`config.mk`:
```
export PLATFORM = sky130hd
export DESIGN_NAME = adv7513_config_seq
export DESIGN_NICKNAME = d
export VERILOG_FILES = /design/src/rtl/adv7513_pkg.sv /design/src/rtl/adv7513_ms_timer.sv /design/src/rtl/adv7513_config_seq.sv
export SDC_FILE = /design/constraint.sdc
export NUM_CORES = 1
export LEC_CHECK = 0
export BUFFER_PORTS_ARGS = -buffer_cell sky130_fd_sc_hd__buf_4
export CAP_MARGIN = 5
export CORE_MARGIN = 4
export CORE_UTILIZATION = 40
export DETAILED_ROUTE_END_ITERATION = 12
export SLEW_MARGIN = 25
export SYNTH_ARGS = -nofsm -noshare
export SYNTH_HDL_FRONTEND = slang
export SYNTH_SLANG_ARGS = --single-unit
```
`constraint.sdc`:
```
create_clock -name clk -period 2.34 [get_ports clk]
set_input_delay 0.234 -clock clk [delete_from_list [all_inputs] [get_ports clk]]
set_output_delay 0.234 -clock clk [all_outputs]
set_load 0.03 [all_outputs]
```
`src/rtl/adv7513_pkg.sv`:
```
// Shared definitions for the ADV7513 configuration sequencer.
// Holds the sequencer state encoding, the internal action codes passed from
// next-state logic to the datapath, and the special ROM word values.
package adv7513_pkg;

    localparam int unsigned ROM_AW    = 8;
    localparam int unsigned ROM_DW    = 16;
    localparam int unsigned BYTE_W    = 8;
    localparam int unsigned I2C_DEV_W = 7;

    // ROM word that terminates the table
    localparam logic [ROM_DW-1:0] END_ENTRY    = 16'hFFFF;
    // Register byte that marks a delay entry; value byte is the delay in ms
    localparam logic [BYTE_W-1:0] DELAY_OPCODE = 8'hFE;

    typedef enum logic [2:0] {
        IDLE,
        FETCH,
        WAIT,
        DECODE,
        WRITE,
        DELAY,
        DONE,
        FAIL
    } state_t;

    // What the datapath does to rom_addr / retry count on a transition
    typedef enum logic [1:0] {
        ACT_NONE,
        ACT_RESTART,
        ACT_ADVANCE,
        ACT_RETRY
    } action_t;

endpackage

```
`src/rtl/adv7513_ms_timer.sv`:
```
// Millisecond delay timer for the ADV7513 sequencer.
// load   : captures ms and starts counting (prescaled by TICKS_PER_MS)
// ms     : delay length in milliseconds
// expired_c : high while a loaded delay has fully elapsed; a 0 ms load
//             reports expiry in the first cycle after the load.
module adv7513_ms_timer #(
    parameter int unsigned TICKS_PER_MS = 74250
) (
    input  logic       clk,
    input  logic       reset,
    input  logic       load,
    input  logic [7:0] ms,
    output logic       expired_c
);

    localparam int unsigned TICK_W = (TICKS_PER_MS > 1) ? $clog2(TICKS_PER_MS) : 1;

    logic [TICK_W-1:0] tick_cnt;
    logic [7:0]        ms_left;
    logic              active;

    assign expired_c = active && (ms_left == 8'd0);

    // Prescaler counts TICKS_PER_MS cycles per remaining millisecond
    always_ff @(posedge clk) begin
        if (reset) begin
            tick_cnt <= '0;
            ms_left  <= '0;
            active   <= 1'b0;
        end else if (load) begin
            tick_cnt <= '0;
            ms_left  <= ms;
            active   <= 1'b1;
        end else if (active) begin
            if (ms_left == 8'd0) begin
                active <= 1'b0;
            end else if (tick_cnt == TICK_W'(TICKS_PER_MS - 1)) begin
                tick_cnt <= '0;
                ms_left  <= ms_left - 8'd1;
            end else begin
                tick_cnt <= tick_cnt + TICK_W'(1);
            end
        end
    end

endmodule

```
`src/rtl/adv7513_config_seq.sv`:
```
// ADV7513 register configuration sequencer.
// Walks a registered config ROM of {reg, val} words from address 0, issuing
// one I2C register write per entry, honouring delay entries (reg == 0xFE) and
// stopping at the 0xFFFF end marker or after address 0xFF.
// Ports:
//   clk, reset            : clock, synchronous active-high reset
//   start                 : one-cycle pulse, (re)starts when not busy
//   hpd                   : hot-plug detect (asynchronous)
//   rom_addr / rom_data   : config ROM interface, one cycle read latency
//   i2c_req/dev/reg/val   : write request to the I2C master, held until ack
//   i2c_ack / i2c_err     : completion pulse and NACK flag
//   busy / done / error   : status; done and error are sticky until restart
// Build option: define ADV7513_HPD_RESTART_EN to make a rising hpd edge
// restart the sequence (a write in flight is allowed to complete first).
module adv7513_config_seq
    import adv7513_pkg::*;
#(
    parameter logic [6:0]  DEV_ADDR     = 7'h39,
    parameter int unsigned TICKS_PER_MS = 74250,
    parameter int unsigned MAX_RETRIES  = 3
) (
    input  logic                 clk,
    input  logic                 reset,
    input  logic                 start,
    input  logic                 hpd,
    output logic [ROM_AW-1:0]    rom_addr,
    input  logic [ROM_DW-1:0]    rom_data,
    output logic                 i2c_req,
    output logic [I2C_DEV_W-1:0] i2c_dev,
    output logic [BYTE_W-1:0]    i2c_reg,
    output logic [BYTE_W-1:0]    i2c_val,
    input  logic                 i2c_ack,
    input  logic                 i2c_err,
    output logic                 busy,
    output logic                 done,
    output logic                 error
);

    localparam int unsigned RETRY_W = (MAX_RETRIES > 0) ? $clog2(MAX_RETRIES + 1) : 1;

    state_t              state;
    state_t              next_state;
    action_t             action;
    logic [RETRY_W-1:0]  retry_cnt;
    logic [RETRY_W-1:0]  retry_d;
    logic [ROM_AW-1:0]   rom_addr_d;
    logic                req_d;
    logic                busy_d;
    logic                done_d;
    logic                error_d;
    logic                latch_cmd_c;
    logic                timer_load_c;
    logic                timer_expired_c;
    logic                hpd_rise_c;
    logic                restart_pend;
    logic                is_end_c;
    logic                is_delay_c;
    logic                last_addr_c;
    logic                retry_ok_c;

    assign i2c_dev     = DEV_ADDR;
    assign is_end_c    = (rom_data == END_ENTRY);
    assign is_delay_c  = (rom_data[15:8] == DELAY_OPCODE);
    assign last_addr_c = (rom_addr == ROM_AW'(8'hFF));
    assign retry_ok_c  = (retry_cnt < RETRY_W'(MAX_RETRIES));

`ifdef ADV7513_HPD_RESTART_EN
    logic [2:0] hpd_sync;

    // Two synchronizer flops plus one history flop for edge detection
    always_ff @(posedge clk) begin
        if (reset) begin
            hpd_sync <= '0;
        end else begin
            hpd_sync <= {hpd_sync[1:0], hpd};
        end
    end

    assign hpd_rise_c = hpd_sync[1] & ~hpd_sync[2];

    // Remembers an hpd rise seen mid-write so the restart happens at ack
    always_ff @(posedge clk) begin
        if (reset) begin
            restart_pend <= 1'b0;
        end else if (action == ACT_RESTART) begin
            restart_pend <= 1'b0;
        end else if (state == WRITE && hpd_rise_c) begin
            restart_pend <= 1'b1;
        end
    end
`else
    logic unused_hpd;
    assign unused_hpd   = hpd;
    assign hpd_rise_c   = 1'b0;
    assign restart_pend = 1'b0;
`endif

    adv7513_ms_timer #(
        .TICKS_PER_MS (TICKS_PER_MS)
    ) u_ms_timer (
        .clk       (clk),
        .reset     (reset),
        .load      (timer_load_c),
        .ms        (rom_data[7:0]),
        .expired_c (timer_expired_c)
    );

    // State register
    always_ff @(posedge clk) begin
        if (reset) begin
            state <= IDLE;
        end else begin
            state <= next_state;
        end
    end

    // Next-state logic and the rom_addr/retry action for the transition
    always_comb begin
        next_state = state;
        action     = ACT_NONE;
        case (state)
            IDLE, DONE, FAIL: begin
                if (start || hpd_rise_c) begin
                    next_state = FETCH;
                    action     = ACT_RESTART;
                end
            end
            FETCH: begin
                if (hpd_rise_c) begin
                    next_state = FETCH;
                    action     = ACT_RESTART;
                end else begin
                    next_state = WAIT;
                end
            end
            WAIT: begin
                if (hpd_rise_c) begin
                    next_state = FETCH;
                    action     = ACT_RESTART;
                end else begin
                    next_state = DECODE;
                end
            end
            DECODE: begin
                if (hpd_rise_c) begin
                    next_state = FETCH;
                    action     = ACT_RESTART;
                end else if (is_end_c) begin
                    next_state = DONE;
                end else if (is_delay_c) begin
                    next_state = DELAY;
                end else begin
                    next_state = WRITE;
                end
            end
            WRITE: begin
                if (i2c_ack) begin
                    if (hpd_rise_c || restart_pend) begin
                        next_state = FETCH;
                        action     = ACT_RESTART;
                    end else if (!i2c_err) begin
                        next_state = last_addr_c ? DONE : FETCH;
                        action     = ACT_ADVANCE;
                    end else if (retry_ok_c) begin
                        next_state = FETCH;
                        action     = ACT_RETRY;
                    end else begin
                        next_state = FAIL;
                    end
                end
            end
            DELAY: begin
                if (hpd_rise_c) begin
                    next_state = FETCH;
                    action     = ACT_RESTART;
                end else if (timer_expired_c) begin
                    next_state = last_addr_c ? DONE : FETCH;
                    action     = ACT_ADVANCE;
                end
            end
            default: begin
                next_state = IDLE;
            end
        endcase
    end

    // Output logic: next values of the registered outputs
    always_comb begin
        rom_addr_d   = rom_addr;
        retry_d      = retry_cnt;
        req_d        = 1'b0;
        busy_d       = 1'b0;
        done_d       = 1'b0;
        error_d      = 1'b0;
        latch_cmd_c  = 1'b0;
        timer_load_c = 1'b0;
        case (action)
            ACT_RESTART: begin
                rom_addr_d = '0;
                retry_d    = '0;
            end
            ACT_ADVANCE: begin
                // Address 0xFF is the last entry; never wrap back to 0
                if (!last_addr_c) begin
                    rom_addr_d = rom_addr + ROM_AW'(1);
                end
                retry_d = '0;
            end
            ACT_RETRY: begin
                retry_d = retry_cnt + RETRY_W'(1);
            end
            default: begin
            end
        endcase
        req_d   = (next_state == WRITE);
        busy_d  = (next_state == FETCH) || (next_state == WAIT) || (next_state == DECODE) ||
                  (next_state == WRITE) || (next_state == DELAY);
        done_d  = (next_state == DONE);
        error_d = (next_state == FAIL);
        latch_cmd_c  = (state == DECODE) && (next_state == WRITE);
        timer_load_c = (state == DECODE) && (next_state == DELAY);
    end

    // Registered outputs and datapath
    always_ff @(posedge clk) begin
        if (reset) begin
            rom_addr  <= '0;
            retry_cnt <= '0;
            i2c_req   <= 1'b0;
            i2c_reg   <= '0;
            i2c_val   <= '0;
            busy      <= 1'b0;
            done      <= 1'b0;
            error     <= 1'b0;
        end else begin
            rom_addr  <= rom_addr_d;
            retry_cnt <= retry_d;
            i2c_req   <= req_d;
            busy      <= busy_d;
            done      <= done_d;
            error     <= error_d;
            if (latch_cmd_c) begin
                i2c_reg <= rom_data[15:8];
                i2c_val <= rom_data[7:0];
            end
        end
    end

endmodule
```
After elaboration in Yosys (flattened, before gate mapping)
Cells that the tools add are included.
{"block": "word_totals", "word_cells": 87, "output_inout_bits": 35, "inputBits": 22, "reg_bits": 59}
{"block": "classes", "n_lt_le_gt_ge": 1, "n_mux": 26, "n_eq_ne": 23, "n_addsub": 4, "reduce_logical": 20, "n_bitwise": 1}
{"cell": "$mux W8", "count": 5}
{"cell": "$eq A3 B3 Y1 const B", "count": 8}
{"cell": "$mux W3", "count": 6}
{"cell": "$pmux W3 S6", "count": 1}
{"cell": "$add A17 B1 Y17 const B", "count": 1}
{"cell": "$eq A17 B17 Y1 const B", "count": 1}
{"cell": "$mux W17", "count": 1}
{"cell": "$eq A16 B16 Y1 const B", "count": 1}
{"cell": "$eq A8 B8 Y1 const B", "count": 2}
{"cell": "$pmux W8 S2", "count": 1}
{"cell": "$eq A3 B2 Y1 const B", "count": 4}
{"cell": "$mux W2", "count": 5}
{"cell": "$add A8 B1 Y8 const B", "count": 1}
{"cell": "$logic_not A8 Y1", "count": 1}
{"cell": "$pmux W2 S4", "count": 1}
{"cell": "$reduce_bool A2 Y1", "count": 4}
{"cell": "$sub A8 B1 Y8 const B", "count": 1}
{"cell": "$eq A3 B1 Y1 const B", "count": 2}
{"cell": "$reduce_or A3 Y1", "count": 2}
{"cell": "$mux W1", "count": 5}
{"cell": "$eq A2 B2 Y1 const B", "count": 2}
{"cell": "$logic_or A1 B1 Y1", "count": 4}
{"cell": "$ne A2 B2 Y1 const B", "count": 2}
{"cell": "$pmux W2 S2", "count": 1}
{"cell": "9 further kinds", "count": 13}

Logic depth before layout (Yosys ltp)
{"block": "logic_depth", "word_depth": 10, "mapped_depth": 10, "ltp_nobuf": 8}

By module
From an unflattened synthesis, not the netlist that was laid out.
{"block": "hier_totals", "hier_cells": 361, "hier_area_um2": 3150.5}
{"module": "adv7513_config_seq", "seq_area_each_um2": 660.6, "instances": 1, "cells_per_inst": 179, "area_per_inst_um2": 1624.1}
{"module": "adv7513_ms_timer", "seq_area_each_um2": 520.5, "instances": 1, "cells_per_inst": 182, "area_per_inst_um2": 1526.5}

Worst setup path after synthesis
Ideal clock, no wire load.
{"block": "synth_timing", "path_kind": "register to register", "from": "reg rom_addr[0]", "to": "reg i2c_reg[0]", "arrival_time_ns": 2.020, "path_buffers": 1, "required_time_ns": 2.212, "path_stages_with_launch": 9, "synth_period_minus_slack_ns": 2.148, "setup_time_ns": 0.128, "path_slack_ns": 0.192, "cell_sequence": "dfxtp_1 > ha_1 > nand4_1 > o31ai_1 > a22oi_1 > nand3_4 > buf_12 > mux2i_1 > nor2_1"}
{"block": "synth_between", "elab_chain_len": 7, "elab_cells_between_ends": 8, "classes_between": "eq/ne (2); mux (5); reduce/logical (1)"}
{"element": "start, declared", "line": "adv7513_config_seq.sv:26", "rtl": "output logic [ROM_AW-1:0] rom_addr,"}
{"element": "start signal, assigned", "line": "adv7513_config_seq.sv:236", "rtl": "rom_addr <= rom_addr_d;"}
{"element": "$eq A8 B8 Y1 *", "line": "adv7513_config_seq.sv:64", "rtl": "assign last_addr_c = (rom_addr == ROM_AW'(8'hFF));"}
{"element": "$mux W3 *", "line": "adv7513_config_seq.sv:162, adv7513_config_seq.sv:177"}
{"element": "$mux W3", "line": "adv7513_config_seq.sv:161", "rtl": "end else if (!i2c_err) begin"}
{"element": "$mux W3", "line": "adv7513_config_seq.sv:157", "rtl": "if (i2c_ack) begin"}
{"element": "$pmux W3 S6 *", "line": "adv7513_config_seq.sv:121", "rtl": "case (state)"}
{"element": "$eq A3 B3 Y1 *", "line": "adv7513_config_seq.sv:220", "rtl": "latch_cmd_c = (state == DECODE) && (next_state == WRITE);"}
{"element": "$logic_and A1 B1 Y1 *", "line": "adv7513_config_seq.sv:220"}
{"element": "end signal, assigned", "line": "adv7513_config_seq.sv:243", "rtl": "i2c_reg <= rom_data[15:8];"}
{"element": "end, declared", "line": "adv7513_config_seq.sv:30", "rtl": "output logic [BYTE_W-1:0] i2c_reg,"}
Mark *: on every way between the ends. The rest lies on a longest branch, timed or not.
A chain may end at the register's enable or synchronous reset.

Worst setup path after layout
{"block": "layout_timing", "from": "reg u_ms_timer.ms_left[1]", "to": "reg u_ms_timer.tick_cnt[9]"}
{"block": "layout_between", "elab_chain_len": 7, "elab_cells_between_ends": 9, "classes_between": "eq/ne (1); mux (2); bitwise (1); reduce/logical (5)"}
{"element": "start, declared", "line": "adv7513_ms_timer.sv:19", "rtl": "logic [7:0] ms_left;"}
{"element": "start signal, assigned", "line": "adv7513_ms_timer.sv:32", "rtl": "ms_left <= ms;"}
{"element": "start signal, assigned", "line": "adv7513_ms_timer.sv:39", "rtl": "ms_left <= ms_left - 8'd1;"}
{"element": "$logic_not A8 Y1 *", "line": "adv7513_ms_timer.sv:22, adv7513_ms_timer.sv:35"}
{"element": "$logic_and A1 B1 Y1", "line": "adv7513_ms_timer.sv:22", "rtl": "assign expired_c = active && (ms_left == 8'd0);"}
{"element": "$mux W3", "line": "adv7513_config_seq.sv:176", "rtl": "end else if (timer_expired_c) begin"}
{"element": "$pmux W3 S6", "line": "adv7513_config_seq.sv:121"}
{"element": "$eq A3 B3 Y1", "line": "adv7513_config_seq.sv:221", "rtl": "timer_load_c = (state == DECODE) && (next_state == DELAY);"}
{"element": "$logic_and A1 B1 Y1", "line": "adv7513_config_seq.sv:221"}
{"element": "$reduce_or A2 Y1 (no line)"}
{"element": "end signal, assigned", "line": "adv7513_ms_timer.sv:41", "rtl": "tick_cnt <= tick_cnt + TICK_W'(1);"}
{"element": "end, declared", "line": "adv7513_ms_timer.sv:18", "rtl": "logic [TICK_W-1:0] tick_cnt;"}
Marks and branches as above.

==> results by group <==
Clock tree
  – CTS Buffer Depth: 2
  – CTS tree: built
  – CTS buffer count: 9
  – CTS Root Cell: clkbuf_8
  – TritonCTS Sinks: 59
  – H-tree lvl count: 3
  – Clk Latency, worst-skew pair: 0.33 ns
  – Hold Buf Count CTS: 0
  – Post-CTS Setup Inserts: 0
  – Reg clk slew, reported paths: 0.07 ns

Floorplanning
  – Die ar.: 0.00869 mm^2
  – Die Ht: 93.2 um
  – CORE AREA: 0.00691 mm^2
  – Die Wd: 93.2 um
  – Initial Util: 0.420
  – I/O pins: 57
  – FP Rows: 30

Global route
  – Initial antenna violation count: 0
  – Pin count of the biggest net entering global routing: 43
  – Vias in the first global route: 2345
  – Gr ovfl total: 0
  – First-pass GRT wire length: 10400 um
  – Total track usage: 0.148

Cells and area
  – Post-route cell area: 0.00365 mm^2
  – Most flop-heavy register: u_ms_timer.tick_cnt
  – Area Growth Syn to Fin: 25.6%
  – Share of layout cells above drive strength 1: 0.234
  – Nets@finish: 423
  – Max reg flops: 17
  – Antenna fix cells: 0

Setup path
  – CP Capture Type: register
  – CP Class: register to register
  – Req. time, crit path: 2.57 ns
  – Critical Path Fanout Max: 6
  – Startpoint Class: register
  – Data arrival time of the critical path: 2.41 ns

Power
  – Switching power: 570 uW
  – Switching share of power: 0.258
  – Leakage: 1.57 nW
  – Pwr dens: 606 mW/mm^2
  – Max VDD drop: 0.360 mV
  – Seq pwr share: 0.473
  – Int Pwr: 1.64 mW
  – Combinational share of power: 0.112
  – Clk network pwr share: 0.415

Detailed routing
  – DRT iter0 DRCs: 61
  – Antenna Nets Post-Route: 0
  – Final wirelength: 6200 um
  – # DRC: 0
  – 1st-pass router iterations: 4
  – WL per Instance: 12.5 um
  – Via-to-Cell Ratio: 4.99
  – Via count: 2478

Yosys
  – Main synth FF type: dfxtp_1
  – Simple-gate area share of the yosys netlist: 0.277
  – Largest family of logic cells by synthesized area: simple AND/OR/NAND/NOR gates
  – Compound-gate portion of the synthesized area: 0.104
  – Share of the synthesized area in the top cell type: 0.407
  – Most instantiated cells after synthesis: nor2_1 (63), dfxtp_1 (59), mux2i_1 (17)
  – Post-synthesis mux area share: 0.0586
  – Synth Area in Adders: 0.0215
  – Post-synth EDFFs: 0
  – Synth cell types: 52
  – Seq cells post-synth: 59
  – Post-Synthesis Cells: 335
  – Most area-hungry cell type in the Yosys netlist: dfxtp_1
  – Register area share after synthesis: 0.407
  – Average instance area after synthesis: 8.67 um^2
  – Top-count cell post-synth: nor2_1
  – Yosys warnings: 0
  – Cell Area, Synth: 0.00290 mm^2
  – Synth top area cells: dfxtp_1 (41%), nor2_1 (8.1%), mux2i_1 (5.9%), xor2_1 (3.9%), xnor2_1 (3.3%)
  – Xor/xnor cell area share of the yosys netlist: 0.0724
  – Asr flop ratio synth: 0

STA
  – Fin crit share: 0.935
  – Hold Slack: 0.143 ns
  – # setup viols final: 0
  – Final Slew Violations: 0
  – Final Hold Fails: 0
  – Max Clk Rate: 0.457 GHz
  – Minimum clock period: 2.19 ns
  – Layout Skew: 0.00991 ns
  – Setup TNS: 0 ns
  – RSZ-0062 raised after global routing: no

Status
  – Status: finished clean

Placed design
  – Dpl hpwl: 4520 um
  – IO buf count: 48
  – Placed cell area: 0.00343 mm^2
  – Placer Congestion: 0.775

Run
  – Max-cap violations: 0

Min path
  – Class of the worst hold path: input pin to register
-- final timing paths --
check	startpoint	cells after the start	end	slack (ns)
hold reg to reg	i2c_val[2]	2	i2c_val[2]	0.50
hold / removal	rom_data[15]	3	i2c_reg[7]	0.14
setup reg to reg	u_ms_timer.ms_left[1]	9	u_ms_timer.tick_cnt[9]	0.15
setup / recovery	u_ms_timer.ms_left[1]	9	u_ms_timer.tick_cnt[9]	0.15
-- metal layers --
metal / vias to the layer above / wire (um) / GRT usage
met5: - / 0 / 0
met4: 0 / 76 / 0.0488
met3: 7 / 240 / 0.0483
met2: 36 / 2900 / 0.236
met1: 1147 / 2990 / 0.189
li1: 1288 / - / -
-- per-stage QoR --
stage / utilization / std cells / setup WS [ns] / power [mW]
6_report: 0.528 / 497 / 0.152 / 2.21
5_1_grt: 0.528 / 497 / 0.00372 / 2.32
4_1_cts: 0.525 / 497 / 0.00000777 / 2.24
3_5_place_dp: 0.497 / 481 / 0.0210 / 1.32
3_3_place_gp: 0.497 / 481 / 0.0321 / 1.32
2_1_floorplan: - / 340 / 0.192 / 1.24
-- repair_timing --
action,in CTS,in global routing
gates resized for setup,0,6
endpoints found under the hold margin,0,0
endpoints found under the setup margin,0,38
-- critical path, stage by stage (launching register included) --
cell and delay, ns:
dfxtp_1 0.32, inv_1 0.05, ha_1 0.15, or4b_4 0.54
buf_4 0.17, o2111ai_1 0.26, nor2_1 0.17, and3_1 0.23
xnor2_1 0.14, nor2_1 0.05
-- power by group through the flow --
| stage | registers (mW) | logic, mW | clock network (mW) |
|---|---|---|---|
| final | 1.05 | 0.249 | 0.918 |
| after detailed placement | 1.07 | 0.248 | 0 |
| after global routing | 1.05 | 0.276 | 0.993 |
| after floorplan | 1.07 | 0.168 | 0 |
| after global placement | 1.07 | 0.248 | 0 |
| after CTS | 1.04 | 0.249 | 0.945 |
-- area by class of cell --
type                            count  area [um^2]
Tap cell                           96          120
Timing Repair Buffer               66          520
Clock buffer                       11          141
Clock inverter                      5         52.6
Sequential cell                    59         1180
Fill cell                         684         3260
Multi-Input combinational cell    251         1600
Inverter                            9         33.8
-- cell usage in the layout (no fill, tap or decap), types with 4 or more instances in the layout --
master and n:
xor2_1 13, ha_1 5, a211oi_1 10, and3_1 7, conb_1 7, nand3_1 11, nor2_1 63, inv_1 9
nor3_1 9, and2_1 5, a21oi_1 12, mux2i_1 17, dfxtp_1 59, buf_4 64, xnor2_1 11, or3_1 4
nand2_1 16, o21ai_0 5, nand4_1 9, clkbuf_8 10, nor4_1 4
-- logic make-up after synthesis --
group	count (synthesis)
buffers and inverters	30
xor gates and xnor gates	24
AOI/OAI and AO/OA	43
muxes	17
adders and majority gates	5
other	2
DFF	59
and+or+nand+nor	155
No activity file was read; power rests on OpenSTA's default activity.
